[src/rtl/sru_pkg.sv]
// Shared SRU definitions: scheduler FSM encoding and datapath widths common
// to the step scheduler and the trace unit.
package sru_pkg;

  localparam int unsigned SRU_W_WIDTH      = 16;
  localparam int unsigned SRU_N_INPUTS_DEF = 16;

  typedef enum logic [2:0] {
    ST_IDLE    = 3'd0,
    ST_SCAN    = 3'd1,
    ST_DRAIN   = 3'd2,
    ST_ISSUE_E = 3'd3,
    ST_ISSUE_I = 3'd4
  } sru_sched_state_t;

endpackage : sru_pkg

[src/rtl/sru_sat_acc.sv]
// Unsigned saturating accumulator with synchronous clear. It exposes its
// next value so the owner can register a result in the same cycle it settles.
module sru_sat_acc #(
  parameter int unsigned W = 16
) (
  input  logic         clk,
  input  logic         reset,
  input  logic         clr,
  input  logic         en,
  input  logic [W-1:0] add,
  output logic [W-1:0] sum,
  output logic [W-1:0] sum_nxt_c,
  output logic         ovf_c
);

  logic [W:0] raw_c;

  // Clear wins over enable; a carry out clamps to all-ones.
  always_comb begin
    raw_c     = {1'b0, sum} + {1'b0, add};
    sum_nxt_c = sum;
    ovf_c     = 1'b0;
    if (clr) begin
      sum_nxt_c = '0;
    end else if (en) begin
      ovf_c     = raw_c[W];
      sum_nxt_c = raw_c[W] ? {W{1'b1}} : raw_c[W-1:0];
    end
  end

  always_ff @(posedge clk or negedge reset) begin
    if (!reset) begin
      sum <= '0;
    end else begin
      sum <= sum_nxt_c;
    end
  end

endmodule : sru_sat_acc

[src/rtl/sru_step_scheduler.sv]
// Per-time-step sequencer: scans the weight memory for spiking inputs and
// emits exactly one excitatory and one inhibitory update beat to the SRU.
module sru_step_scheduler
  import sru_pkg::*;
#(
  parameter int unsigned N_INPUTS = SRU_N_INPUTS_DEF,
  parameter int unsigned IDX_W    = $clog2(N_INPUTS),
  parameter int unsigned W_WIDTH  = SRU_W_WIDTH
) (
  input  logic                clk,
  input  logic                reset,
  input  logic                step_start,
  input  logic [N_INPUTS-1:0] spike_vec,
  input  logic [N_INPUTS-1:0] exc_mask,
  output logic [IDX_W-1:0]    wt_addr,
  input  logic [W_WIDTH-1:0]  wt_data,
  output logic                upd_valid,
  output logic                E_plus,
  output logic                Ein,
  output logic [W_WIDTH-1:0]  wi,
  output logic                busy,
  output logic                step_done,
  output logic                overrun,
  output logic                sat
);

  localparam logic [IDX_W-1:0] IDX_LAST = IDX_W'(N_INPUTS - 1);

  sru_sched_state_t state, state_nxt;

  logic [IDX_W-1:0]    idx;
  logic [N_INPUTS-1:0] spk_lat;
  logic [N_INPUTS-1:0] exc_lat;
  logic                exc_any;
  logic                inh_any;

  logic                accept_c;
  logic                acc_en_c;
  logic [IDX_W-1:0]    acc_idx_c;
  logic                exc_hit_c;
  logic                inh_hit_c;

  logic [W_WIDTH-1:0]  exc_sum, exc_sum_nxt_c;
  logic [W_WIDTH-1:0]  inh_sum, inh_sum_nxt_c;
  logic                exc_ovf_c, inh_ovf_c;

  logic                upd_valid_d;
  logic                e_plus_d;
  logic                ein_d;
  logic [W_WIDTH-1:0]  wi_d;
  logic                busy_d;
  logic                step_done_d;

  assign wt_addr = idx;

  // Read data lags the address by one cycle, so SCAN accumulates idx-1 and
  // DRAIN picks up the final input while the address is parked on it.
  always_comb begin
    accept_c  = (state == ST_IDLE) && step_start;
    acc_en_c  = ((state == ST_SCAN) && (idx != '0)) || (state == ST_DRAIN);
    acc_idx_c = (state == ST_DRAIN) ? idx : (idx - IDX_W'(1));
    exc_hit_c = acc_en_c && spk_lat[acc_idx_c] && exc_lat[acc_idx_c];
    inh_hit_c = acc_en_c && spk_lat[acc_idx_c] && !exc_lat[acc_idx_c];
  end

  sru_sat_acc #(.W(W_WIDTH)) u_exc_acc (
    .clk       (clk),
    .reset     (reset),
    .clr       (accept_c),
    .en        (exc_hit_c),
    .add       (wt_data),
    .sum       (exc_sum),
    .sum_nxt_c (exc_sum_nxt_c),
    .ovf_c     (exc_ovf_c)
  );

  sru_sat_acc #(.W(W_WIDTH)) u_inh_acc (
    .clk       (clk),
    .reset     (reset),
    .clr       (accept_c),
    .en        (inh_hit_c),
    .add       (wt_data),
    .sum       (inh_sum),
    .sum_nxt_c (inh_sum_nxt_c),
    .ovf_c     (inh_ovf_c)
  );

  always_ff @(posedge clk or negedge reset) begin
    if (!reset) begin
      state <= ST_IDLE;
    end else begin
      state <= state_nxt;
    end
  end

  always_comb begin
    state_nxt = state;
    unique case (state)
      ST_IDLE:    if (step_start) state_nxt = ST_SCAN;
      ST_SCAN:    if (idx == IDX_LAST) state_nxt = ST_DRAIN;
      ST_DRAIN:   state_nxt = ST_ISSUE_E;
      ST_ISSUE_E: state_nxt = ST_ISSUE_I;
      ST_ISSUE_I: state_nxt = ST_IDLE;
      default:    state_nxt = ST_IDLE;
    endcase
  end

  // Outputs are decoded from the next state and registered, so each beat
  // lines up with the state it belongs to. Ein/wi hold between beats.
  always_comb begin
    upd_valid_d = 1'b0;
    e_plus_d    = 1'b0;
    ein_d       = Ein;
    wi_d        = wi;
    busy_d      = (state_nxt != ST_IDLE);
    step_done_d = 1'b0;
    unique case (state_nxt)
      ST_ISSUE_E: begin
        upd_valid_d = 1'b1;
        ein_d       = 1'b1;
        e_plus_d    = exc_any | exc_hit_c;
        wi_d        = exc_sum_nxt_c;
      end
      ST_ISSUE_I: begin
        upd_valid_d = 1'b1;
        ein_d       = 1'b0;
        e_plus_d    = inh_any | inh_hit_c;
        wi_d        = inh_sum_nxt_c;
        step_done_d = 1'b1;
      end
      default: ;
    endcase
  end

  always_ff @(posedge clk or negedge reset) begin
    if (!reset) begin
      upd_valid <= 1'b0;
      E_plus    <= 1'b0;
      Ein       <= 1'b0;
      wi        <= '0;
      busy      <= 1'b0;
      step_done <= 1'b0;
    end else begin
      upd_valid <= upd_valid_d;
      E_plus    <= e_plus_d;
      Ein       <= ein_d;
      wi        <= wi_d;
      busy      <= busy_d;
      step_done <= step_done_d;
    end
  end

  // Step context: latched vectors, scan index and per-step flags.
  always_ff @(posedge clk or negedge reset) begin
    if (!reset) begin
      idx     <= '0;
      spk_lat <= '0;
      exc_lat <= '0;
      exc_any <= 1'b0;
      inh_any <= 1'b0;
      sat     <= 1'b0;
      overrun <= 1'b0;
    end else if (accept_c) begin
      idx     <= '0;
      spk_lat <= spike_vec;
      exc_lat <= exc_mask;
      exc_any <= 1'b0;
      inh_any <= 1'b0;
      sat     <= 1'b0;
      overrun <= 1'b0;
    end else begin
      if ((state == ST_SCAN) && (idx != IDX_LAST)) begin
        idx <= idx + IDX_W'(1);
      end
      exc_any <= exc_any | exc_hit_c;
      inh_any <= inh_any | inh_hit_c;
      sat     <= sat | exc_ovf_c | inh_ovf_c;
      if (step_start) begin
        overrun <= 1'b1;
      end
    end
  end

endmodule : sru_step_scheduler

[config.mk]
export PLATFORM = sky130hd
export DESIGN_NAME = sru_step_scheduler
export DESIGN_NICKNAME = d
export VERILOG_FILES = /design/src/rtl/sru_pkg.sv /design/src/rtl/sru_sat_acc.sv /design/src/rtl/sru_step_scheduler.sv
export SDC_FILE = /design/constraint.sdc
export NUM_CORES = 1
export LEC_CHECK = 0
export ABC_AREA = 1
export BUFFER_PORTS_ARGS = -buffer_cell sky130_fd_sc_hd__buf_2
export CAP_MARGIN = 20
export CELL_PAD_IN_SITES_DETAIL_PLACEMENT = 1
export CELL_PAD_IN_SITES_GLOBAL_PLACEMENT = 1
export CORE_MARGIN = 1.5
export CORE_UTILIZATION = 39
export CTS_CLUSTER_DIAMETER = 40
export DETAILED_ROUTE_END_ITERATION = 12
export PLACE_DENSITY = 0.79
export SLEW_MARGIN = 20
export SYNTH_ARGS = -nofsm -noshare
export SYNTH_HDL_FRONTEND = slang
export SYNTH_SLANG_ARGS = --single-unit
[constraint.sdc]
create_clock -name clk -period 2.7 [get_ports clk]
set_clock_uncertainty 0.15 [all_clocks]
set_input_delay 0.135 -clock clk [delete_from_list [all_inputs] [get_ports clk]]
set_output_delay 0.135 -clock clk [all_outputs]
set_load 0.01 [all_outputs]
Word-level counts from Yosys, hierarchy flattened
Index checks and enable logic that the tools add are counted.

cells by class
  equal/unequal tests = 7
  add/sub/neg operators = 4
  bitwise gates (word level) = 4
  reductions and logical operators = 15
  magnitude comparators = 1
  multiplexer cells = 30

operator list
  kind                                                                   count
  16-bit 2-to-1 mux                                                      6
  16-bit by 16-bit adder with 17-bit output                              2
  16-bit case mux with 2 select lines                                    1
  1-bit 2-to-1 mux                                                       13
  4-bit 2-to-1 mux                                                       3
  3-bit case mux with 4 select lines                                     1
  3-bit by 2-bit equality test with 1-bit output, second input constant  3
  1-bit binary-select mux with 4-bit select                              2
  1-bit logical AND                                                      6
  3-bit 2-to-1 mux                                                       2
  2-bit nonzero test                                                     3
  4-bit by 5-bit < comparator with 1-bit output, second input constant   1
  4-bit by 1-bit adder with 4-bit output, second input constant          1
  4-bit equality test, second input constant                             1
  4-bit inequality test, second input constant                           1
  1-bit bitwise OR                                                       4
  1-bit case mux with 2 select lines                                     2
  4-bit nonzero test                                                     1
  4-bit by 1-bit subtractor with 4-bit output, second input constant     1
  3-bit by 1-bit equality test with 1-bit output, second input constant  1
  3-bit equality test, second input constant                             1
  3-bit zero test                                                        1
  3-bit nonzero test                                                     1
  2-bit OR reduction                                                     1
  other kinds (2)                                                        2

storage, ports and cells
  word-level logic and storage cells = 77
  bits in registers = 96
  input port bits = 51

Longest topological paths before layout
Gate-level depths: netlist of run 1.

  depth in word-level cells = 11
  depth in mapped cells = 17

Cells and area by module
From an unflattened synthesis of run 1, not the netlist that was laid out.

unflattened totals
  cells, all modules = 886
  area total of the unflattened synthesis = 6397.4 sq um

by module, submodules not included
  module                   area an instance (sq um)  instances  cells an instance
  sru_step_scheduler       3036.7                    1          382
  sru_sat_acc (u_inh_acc)  1699.1                    1          254
  sru_sat_acc (u_exc_acc)  1661.6                    1          250

Least setup slack after synthesis of run 1
OpenSTA, ideal clock, no wires.

  path type = reg-to-reg
  start point = register u_inh_acc.sum[0]
  end point = register u_inh_acc.sum[14]
  slack = 0.104 ns
  arrival time = 2.327 ns
  buffers on the path = 1
  library setup time = 0.120 ns
  cell stages (with the launch flop) = 13
  cells stage by stage = dfrtp_1 ha_1 fa_1 nand2_1 nand2_1 o21ai_0 o21ai_0 a21oi_1 inv_1 buf_1 nor2_1 nand3_1 and3_1

on the way
  longest elaborated chain between the ends = 4

ends and longest elaborated chain
  element                                    RTL line                  RTL
  from (decl)                                sru_sat_acc.sv:11         output logic [W-1:0] sum,
  from (signal assigned)                     sru_sat_acc.sv:35         sum <= sum_nxt_c;
  16-bit by 16-bit adder with 17-bit output  sru_sat_acc.sv:20         raw_c = {1'b0, sum} + {1'b0, add};
  16-bit 2-to-1 mux                          sru_sat_acc.sv:27         sum_nxt_c = raw_c[W] ? {W{1'b1}} : raw_c[W-1:0];
  16-bit 2-to-1 mux                          sru_sat_acc.sv:25         end else if (en) begin
  16-bit 2-to-1 mux                          sru_sat_acc.sv:23         if (clr) begin
  named net inh_sum_nxt_c[14]                sru_step_scheduler.sv:44  logic [W_WIDTH-1:0] inh_sum, inh_sum_nxt_c;

The timed path passes the listed nets, and every way through them passes these cells.
A chain may end at the register's enable or synchronous reset.

Worst setup path after layout of run 1
  start point = register state[2]
  end point = register wi[12]

on the way
  longest elaborated chain between the ends = 9
  elaborated cells between the ends (all ways) = 27
  those cells by class = eq/ne: 5; mux: 13; reduce/logical: 9

ends and longest elaborated chain
  element                                                      RTL line                                                                      RTL
  from (decl)                                                  sru_step_scheduler.sv:29                                                      sru_sched_state_t state, state_nxt;
  from (signal assigned)                                       sru_step_scheduler.sv:92                                                      state <= state_nxt;
  3-bit by 2-bit equality test with 1-bit output               sru_step_scheduler.sv:60, sru_step_scheduler.sv:61, sru_step_scheduler.sv:98
  4-bit 2-to-1 mux                                             sru_step_scheduler.sv:61                                                      acc_idx_c = (state == ST_DRAIN) ? idx : (idx - IDX_W'(1));
  1-bit binary-select mux with 4-bit select                    sru_step_scheduler.sv:62, sru_step_scheduler.sv:63
  1-bit 2-to-1 mux (implied by the code)                       sru_step_scheduler.sv:62, sru_step_scheduler.sv:63
  1-bit logical AND / 1-bit zero test (equally long branches)  sru_step_scheduler.sv:62, sru_step_scheduler.sv:63
  1-bit logical AND, on equally long branches                  sru_step_scheduler.sv:63, sru_step_scheduler.sv:62
  16-bit 2-to-1 mux                                            sru_sat_acc.sv:25
  16-bit 2-to-1 mux                                            sru_sat_acc.sv:23
  16-bit case mux with 2 select lines                          sru_step_scheduler.sv:117                                                     unique case (state_nxt)
  to (signal assigned)                                         sru_step_scheduler.sv:147                                                     wi <= wi_d;
  to (decl)                                                    sru_step_scheduler.sv:20                                                      output logic [W_WIDTH-1:0] wi,

Parallel ways exist; a longest one is shown, timed or not. The select of a mux whose other input is x is not followed.

==> reports/metrics.cfg, run 1 <==
[status]
status = completed

[logic_synthesis]
synthMuxAreaShare_pct = 0
synth-main-ff-cell = dfrtp_1
synth-adder-area-share_pct = 7.37
ys_async_sr_fraction_pct = 100
synth_xor_area_share_pct = 1.94
syn_nets = 960
synth_cell_type_count = 36
syn-mean-instance-area_um2 = 7.23
synth_edf_count = 0
ys_top_cells_by_count = nand2_1 (242), nand3_1 (104), inv_1 (101), dfrtp_1 (96), nor2_1 (66)
netlist_area_um2 = 6310
yosys.area.top_type_share_pct = 38.0
yosys-top-cells-area = dfrtp_1 (38%), nand2_1 (14%), nand3_1 (8.2%)
synth_compound_area_share_pct = 7.98
syn_inst = 873
yosysTopAreaCell = dfrtp_1
yosysWarnings = 0
ys_seq_area_share_pct = 38.0
synth_top_family_by_area = simple AND/OR/NAND/NOR gates
yosysMostFrequentCell = nand2_1
synth.ff_latch_count = 96
yosys.area_share.simple_pct = 35.9

[worst_setup_path]
r2r-end = wi[12]$_DFFE_PN0P_
path_cells = nor2_4 -> nand2_2 -> nand4_1 -> xor2_2 -> inv_1 -> nand2_1 -> nor2_4 -> nor2_8 -> nand2_4 -> buf_12 -> nand2_1 -> nand4_1 -> nand3_1
reg2reg_slack_ns = 0.09
worstPathArrival_ns = 2.75
cp-end-kind = flop
critPathBufInv = 2
slowest_delay_ns = 0.41
start_kind = flop
crit_path_start = state[2]$_DFF_PN0_
path_max_fanout = 14
path_class = flop to flop
critPathSlowestCell = dfrtp_1
worstPathRequired_ns = 2.83
r2r_cells = 13
path_delay_family = simple AND/OR/NAND/NOR gates
r2r_start = state[2]$_DFF_PN0_

[floorplan]
die_width_um = 130
dieArea_um2 = 17000
rows = 46
die_h_um = 130
initial_core_util_pct = 39.9
pin_count = 78
core_area_um2 = 15800

[clocking]
numCtsBuffers = 9
root_buffer = clkbuf_16
clk_pin_slew_ns = 0.07
cts_max_level = 3
clk_path_buf_depth = 2
clk_latency_ns = 0.36
cts.sinks = 96
tritoncts = yes

[global_routing]
antenna_found_initial = 0
grt_usage_pct = 25.9
grt_overflow = 0
grt_max_degree = 68
grt_pass1_wl_um = 34000
grt_pass1_vias = 6726

[power_and_ir_drop]
leakagePower_nw = 4.27
powerDensity_nw_per_um2 = 1490
vdd_drop_max_mv = 0.711
power.total_w = 0.0118

[layout]
fin_area_um2 = 7920
drive_above_1_share_pct = 16.4
layout.nets = 1097
n_fill_cell = 2038
diodes = 0
area_growth_pct = 25.4

[route]
routed_wl_um = 20900
first_pass_iters = 4
drt_iter0_markers = 346
vias = 6403
vias_per_cell = 5.20
drcViolationCount = 0
drt-wirelength-per-cell_um = 16.9
postRouteAntennaNets = 0

[placed_design]
portBuffers = 77
dpl.hpwl_um = 14700
dpl_cell_area_um2 = 7150
finalWeightedCongestion = 0.881

[timing]
min_period_ns = 2.61
clock.fmax_mhz = 383
final_max_slew_viol_count = 0
finalSetupViolCount = 0
finalHoldViolCount = 0
period_share_pct = 96.7
timing.slew.headroom_pct = 55.5
tns_ns = 0
tightest_slew_ns = 0.668

[job]
maxCapViolCount = 0

[hold_path]
min_path_type = primary input to asynchronous set/reset pin

==> layout by cell type, fill, tap and decap left out, drive strengths merged <==
master and n:
nand3b 2, ha 34, nand2 249, clkbuf 11, clkinv 5, fa 2, or2 1, xor2 12
nand3 105, nor3 10, nor4 1, dfrtp 96, nand4 33, o21ai 40, clkinvlp 1, xnor2 2
inv 105, and3 32, a21o 4, buf 120, nor2 69, a21oi 39, a21boi 1, dlygate4sd3 34
o21bai 7
==> final cells by class <==
cell class | instances | area [um2] | area share (%)
well taps | 216 | 270 | 3.41
multi-input cells | 643 | 3470 | 43.8
clock inverters | 5 | 31.3 | 0.395
clock buffers | 11 | 233 | 2.94
inverters | 106 | 403 | 5.09
flip-flops and latches | 96 | 2400 | 30.3
repair buffers | 154 | 1110 | 14.1
==> flip-flops by register name, indices dropped and copies added, names as in the netlist, 3 cells and up <==
| name | count |
|---|---|
| u_inh_acc.sum | 16 |
| wi | 16 |
| u_exc_acc.sum | 16 |
| exc_lat | 16 |
| wt_addr | 4 |
| spk_lat | 16 |
| state | 3 |
==> worst max path at each step <==
stage                                        to  slack [ns]  cells after the start
floorplan           u_inh_acc.sum[14]$_DFF_PN0_        0.10                     12
finish                       wi[12]$_DFFE_PN0P_        0.09                     13
global route                 wi[12]$_DFFE_PN0P_       -0.05                     13
CTS                           wi[2]$_DFFE_PN0P_        0.04                     13
global placement     u_inh_acc.sum[2]$_DFF_PN0_        0.09                     12
detailed placement            wi[2]$_DFFE_PN0P_        0.02                     13
==> cell families (layout without fill, tap and decap cells) <==
family                   count (synthesis)  count (layout)
AND/OR/NAND/NOR                        501             502
XOR/XNOR                                14              14
adder cells (fa/ha/maj)                 36              36
buffers and inverters                  135             276
flip-flops                              96              96
AO/OA/AOI/OAI                           91              91
==> per-layer routing <==
layer / vias up / part of all wire (%) / GRT usage [%]
met4: 0 / 2.2 / 6.54
met2: 111 / 50 / 46.1
met5: - / 0 / 0
li1: 3140 / - / -
met3: 27 / 3.2 / 4.72
met1: 3125 / 44 / 32.4
==> per-stage QoR <==
| step | std cells | util (%) | worst slack, ns | hold WS, ns |
|---|---|---|---|---|
| finish | 1231 | 50.0 | 0.0888 | 0.203 |
| global placement | 1171 | 45.2 | 0.0926 | 0.0596 |
| detailed placement | 1171 | 45.2 | 0.0208 | 0.0608 |
| CTS | 1221 | 49.0 | 0.0369 | 0.201 |
| global route | 1231 | 50.0 | -0.0514 | 0.211 |
| floorplan | 873 | - | 0.104 | -0.311 |
==> repair_timing <==
item / in CTS / in global routing
hold endpoints to repair: 78 / 0
pin swaps: 0 / 12
resized for setup: 1 / 21
setup endpoints to repair: 1 / 35
cloned: 0 / 1
buffers inserted: 0 / 10
hold buffers: 34 / 0
==> power by group <==
group	switching (W)	internal [W]	leakage, nW	total (W)
combinational	0.00489	0.00310	2.94	0.00800
sequential	0.000418	0.00214	1.20	0.00256
clock	0.000588	0.000625	0.130	0.00121
total	0.00590	0.00587	4.27	0.0118
No activity file was read; power rests on OpenSTA's default activity.
==> inputs of run 2 (changes only) <==
- RECOVER_POWER: not set -> 50
==> reports/metrics.cfg, run 2 (synthesis results as in run 1) <==
[global_routing]
grt_usage_pct = 25.9
grt_pass1_wl_um = 34000
antenna_found_initial = 0
grt_overflow = 0
grt_pass1_vias = 6726
grt_max_degree = 68

[route]
drt-met1-wl_um = 9270
wl_met2_um = 10500
routed_wl_um = 20900
wl_met3_um = 654
first_pass_iters = 4
top_layer_used = met4
drt-wirelength-per-cell_um = 17.0
drcViolationCount = 0
postRouteAntennaNets = 0
drt_iter0_markers = 356
vias = 6396
vias_per_cell = 5.20

[timing]
tightest_slew_ns = 1.30
min_period_ns = 2.62
period_share_pct = 97.0
finalHoldViolCount = 0
clock.fmax_mhz = 382
final_max_slew_viol_count = 0
timing.slew.headroom_pct = 13.5
finalSetupViolCount = 0
hold_ws_ns = 0.206

[power_and_ir_drop]
swShare_pct = 50.3
leakagePower_nw = 4.17
powerDensity_nw_per_um2 = 1490
p_int_w = 0.00582
p_sw_w = 0.00591
power_frac_comb_pct = 67.9
clkPwrFrac_pct = 10.3
power_frac_seq_pct = 21.8
vdd_drop_max_mv = 0.711

[worst_setup_path]
worstPathRequired_ns = 2.84
path_cells = nor2_4 -> nand2_2 -> nand4_1 -> xor2_2 -> inv_1 -> nand2_1 -> nor2_4 -> nor2_8 -> nand2_4 -> buf_12 -> nand2_1 -> nand4_1 -> nand3_1
cp-end-kind = flop
slowest_delay_ns = 0.41
r2r_start = state[2]$_DFF_PN0_
start_kind = flop
critPathBufInv = 2
r2r_cells = 13
r2r-end = wi[12]$_DFFE_PN0P_
worstPathArrival_ns = 2.75
critPathSlowestCell = dfrtp_1
path_class = flop to flop
reg2reg_slack_ns = 0.08
path_max_fanout = 14
path_delay_family = simple AND/OR/NAND/NOR gates

[job]
maxCapViolCount = 0

[floorplan]
initial_core_util_pct = 39.9
die_width_um = 130
die_h_um = 130
dieArea_um2 = 17000
core_area_um2 = 15800
rows = 46
pin_count = 78

[hold_path]
min_from = wt_data[0]
hold_depth = 5
min_path_type = primary input to flop
holdPathEnd = u_inh_acc.sum[0]$_DFF_PN0_

[clocking]
cts.sinks = 96
clk_latency_ns = 0.36
clk_pin_slew_ns = 0.07
tritoncts = yes
root_buffer = clkbuf_16
clk_path_buf_depth = 2
numCtsBuffers = 9
cts_max_level = 3

[placed_design]
dp.cells = 1171
finalWeightedCongestion = 0.881
dpl.hpwl_um = 14700
portBuffers = 77

[layout]
n_fill_cell = 2049
final_common_cell = nand2_1
drive_above_1_share_pct = 13.8
layout_common_cells = nand2_1 (238), nand3_1 (102), inv_1 (101), dfrtp_1 (96), nor2_1 (65)
layout.nets = 1097
area_growth_pct = 24.7
final_cells = 1231
diodes = 0

[status]
status = completed

run 2: cell count changes in the layout (fill, tap and decap cells not counted):
cell / previous run / this run
clkbuf_1: 2 / 28
buf_2: 76 / 51
buf_4: 39 / 34
clkbuf_2: 0 / 3
clkbuf_4: 0 / 1
run 2: layout make-up:
cell class	count	area [um2]	area share, %
clock buffers	11	233	2.95
multi-input cells	643	3470	44.0
repair buffers	154	1070	13.6
well taps	216	270	3.43
inverters	106	403	5.12
clock inverters	5	31.3	0.397
flip-flops and latches	96	2400	30.5
run 2: worst min-delay path, stage by stage:
cell and delay, ns:
buf_2 0.12, ha_1 0.14, nor2_1 0.04, nand3_1 0.08, and3_1 0.15
run 2: worst max path at each step:
stage	start	endpoint	slack (ns)	cells after the start
after floorplan	u_inh_acc.sum[0]$_DFF_PN0_	u_inh_acc.sum[14]$_DFF_PN0_	0.10	12
after global placement	u_inh_acc.sum[0]$_DFF_PN0_	u_inh_acc.sum[2]$_DFF_PN0_	0.09	12
after detailed placement	u_inh_acc.sum[0]$_DFF_PN0_	wi[2]$_DFFE_PN0P_	0.02	13
after CTS	u_inh_acc.sum[0]$_DFF_PN0_	wi[2]$_DFFE_PN0P_	0.04	13
after global routing	state[2]$_DFF_PN0_	wi[12]$_DFFE_PN0P_	-0.05	13
final	state[2]$_DFF_PN0_	wi[12]$_DFFE_PN0P_	0.08	13
run 2: layer usage:
layer / vias up / GRT usage [%]
li1: 3136 / -
met1: 3122 / 32.4
met2: 111 / 46.1
met3: 27 / 4.72
met4: 0 / 6.54
met5: - / 0
run 2: power groups by stage:
stage	Sequential [W]	Combinational (W)	Clock, W
after CTS	0.00254	0.00760	0.00124
after global routing	0.00263	0.00894	0.00130
final	0.00256	0.00796	0.00121
after floorplan	0.00253	0.00506	0
after detailed placement	0.00256	0.00748	0
after global placement	0.00253	0.00733	0
run 2: repair_timing:
item	CTS	global route
hold endpoints to repair	78	0
gates cloned	0	1
hold buffers	34	0
gates resized for setup	1	21
setup endpoints to repair	1	35
setup buffers	0	10
pin swaps	0	12
run 2: metrics by stage:
stage               TNS [ns]  setup slack, ns  power, W  utilization, %  cell area [um2]
floorplan                  0            0.104   0.00758               -             6310
global placement           0           0.0926   0.00987            45.2             7150
detailed placement         0           0.0208    0.0100            45.2             7150
CTS                        0           0.0369    0.0114            49.0             7750
global route          -0.222          -0.0514    0.0129            49.8             7880
finish                     0           0.0811    0.0117            49.8             7880
==> inputs of run 3 (changes only) <==
- CORE_ASPECT_RATIO: not set -> 0.7
==> reports/metrics.cfg, run 3 (synthesis results as in run 1) <==
[hold_path]
min_path_type = primary input to flop

[worst_setup_path]
path_max_fanout = 17
path_cells = nor2_4 -> buf_12 -> nand2_8 -> nand2_1 -> nand2_1 -> buf_12 -> nand2_1 -> nand3_1 -> nand3_1 -> nand3_2 -> nand2_4 -> buf_4 -> nand2_8 -> inv_1 -> nand2_1 -> nand3b_1 -> nand2_1 -> inv_1
start_kind = flop
worstPathRequired_ns = 2.83
path_class = flop to flop
cp_common_cell = nand2_1
slowest_delay_ns = 0.42
cp-end-kind = flop
worstPathArrival_ns = 2.82
critPathSlowestCell = dfrtp_1

[floorplan]
dieArea_um2 = 17000
die_width_um = 155
initial_core_util_pct = 40.4
core_area_um2 = 15600
die_h_um = 109
rows = 38
pin_count = 78

[route]
drt_iter0_markers = 369
drt-wirelength-per-cell_um = 18.7
vias = 6531
postRouteAntennaNets = 0
drcViolationCount = 0
first_pass_iters = 5
vias_per_cell = 5.41
routed_wl_um = 22600

[global_routing]
grt_usage_pct = 26.7
grt_overflow = 0
antenna_found_initial = 0
grt_max_degree = 84
grt_pass1_wl_um = 34800
grt_pass1_vias = 6504

[layout]
final_common_cell = nand2_1
layout_common_cells = nand2_1 (240), inv_1 (100), nand3_1 (100), dfrtp_1 (95), buf_2 (72)
seq_area_um2 = 2400
final_cells = 1207
diodes = 0
area_growth_pct = 25.6
layout.nets = 1090
n_fill_cell = 2000
drive_above_1_share_pct = 15.8
multi_input_area_um2 = 3470

[timing]
finalSetupViolCount = 0
rsz0062_at_grt = true
finalHoldViolCount = 0
tightest_slew_ns = 2.01
timing.slew.headroom_pct = -34.3
clock.fmax_mhz = 372
fin_ws_ns = 0.0109
final_max_slew_viol_count = 34
period_share_pct = 99.6
min_period_ns = 2.69

[clocking]
cts.sinks = 96
cts_max_level = 3
numCtsBuffers = 9
tritoncts = yes
clk_path_buf_depth = 2
clk_pin_slew_ns = 0.07
root_buffer = clkbuf_16
clk_latency_ns = 0.35

[job]
maxCapViolCount = 1

[power_and_ir_drop]
vdd_drop_max_mv = 0.654
powerDensity_nw_per_um2 = 1560
leakagePower_nw = 4.25
power.total_w = 0.0123

[placed_design]
dpl.hpwl_um = 15700
finalWeightedCongestion = 0.952
portBuffers = 77
dp.cells = 1149
dp_slack_ns = -0.0438

[status]
status = finished, violations left
violations = capacitance limit, slew limit

run 3: report_power, final:
part	internal [W]	total, W	switching [W]
clock	0.000909	0.00152	0.000612
combinational	0.00298	0.00823	0.00525
sequential	0.00214	0.00260	0.000458
run 3: path summary, 6_finish.rpt:
path	to	slack [ns]	cells past startpoint	start
max	sat$_DFF_PN0_	0.01	18	state[2]$_DFF_PN0_
min	u_exc_acc.sum[0]$_DFF_PN0_	0.20	5	wt_data[0]
max reg2reg	sat$_DFF_PN0_	0.01	18	state[2]$_DFF_PN0_
max in group asynchronous	state[1]$_DFF_PN0_	0.35	2	reset
min in group asynchronous	wt_addr[3]$_DFFE_PN0P_	0.75	2	reset
min reg2reg	spk_lat[0]$_DFFE_PN0P_	0.34	2	spk_lat[0]$_DFFE_PN0P_
run 3: area by class of cell:
type | count | share of cell area [%]
well taps | 200 | 3.15
inverters | 106 | 5.05
repair buffers | 147 | 13.4
multi-input cells | 643 | 43.8
clock buffers | 9 | 2.84
clock inverters | 6 | 1.45
flip-flops and latches | 96 | 30.3
run 3: worst max-delay path, delay by kind of cell (launching register included):
family	cells	cell delay, ns
buffers and inverters	5	0.68
flip-flops	1	0.42
AND/OR/NAND/NOR	13	1.37
run 3: what timing repair did:
action,in CTS,in global routing
endpoints found under the setup margin,16,51
setup buffers,0,8
hold buffers,34,0
gates resized for setup,2,27
cloned,0,1
endpoints found under the hold margin,66,0
pin swaps,1,8
run 3: per-stage QoR:
stage	area, um2	setup TNS (ns)	hold WS, ns	util [%]
6_report	7930	0	0.204	50.7
5_1_grt	7930	-1.27	0.215	50.7
4_1_cts	7750	0	0.164	49.6
3_5_place_dp	7070	-0.117	-0.0283	45.2
3_3_place_gp	7070	0	-0.0343	45.2
2_1_floorplan	6310	0	-0.311	-
run 3: routing by layer:
metal  up-vias  track usage (%)  share of wire, %
met5         -                0                 0
met4         0             5.98               1.5
met1      3217             39.4                50
li1       3122                -                 -
met2       168             40.7                44
met3        24             4.53               4.7
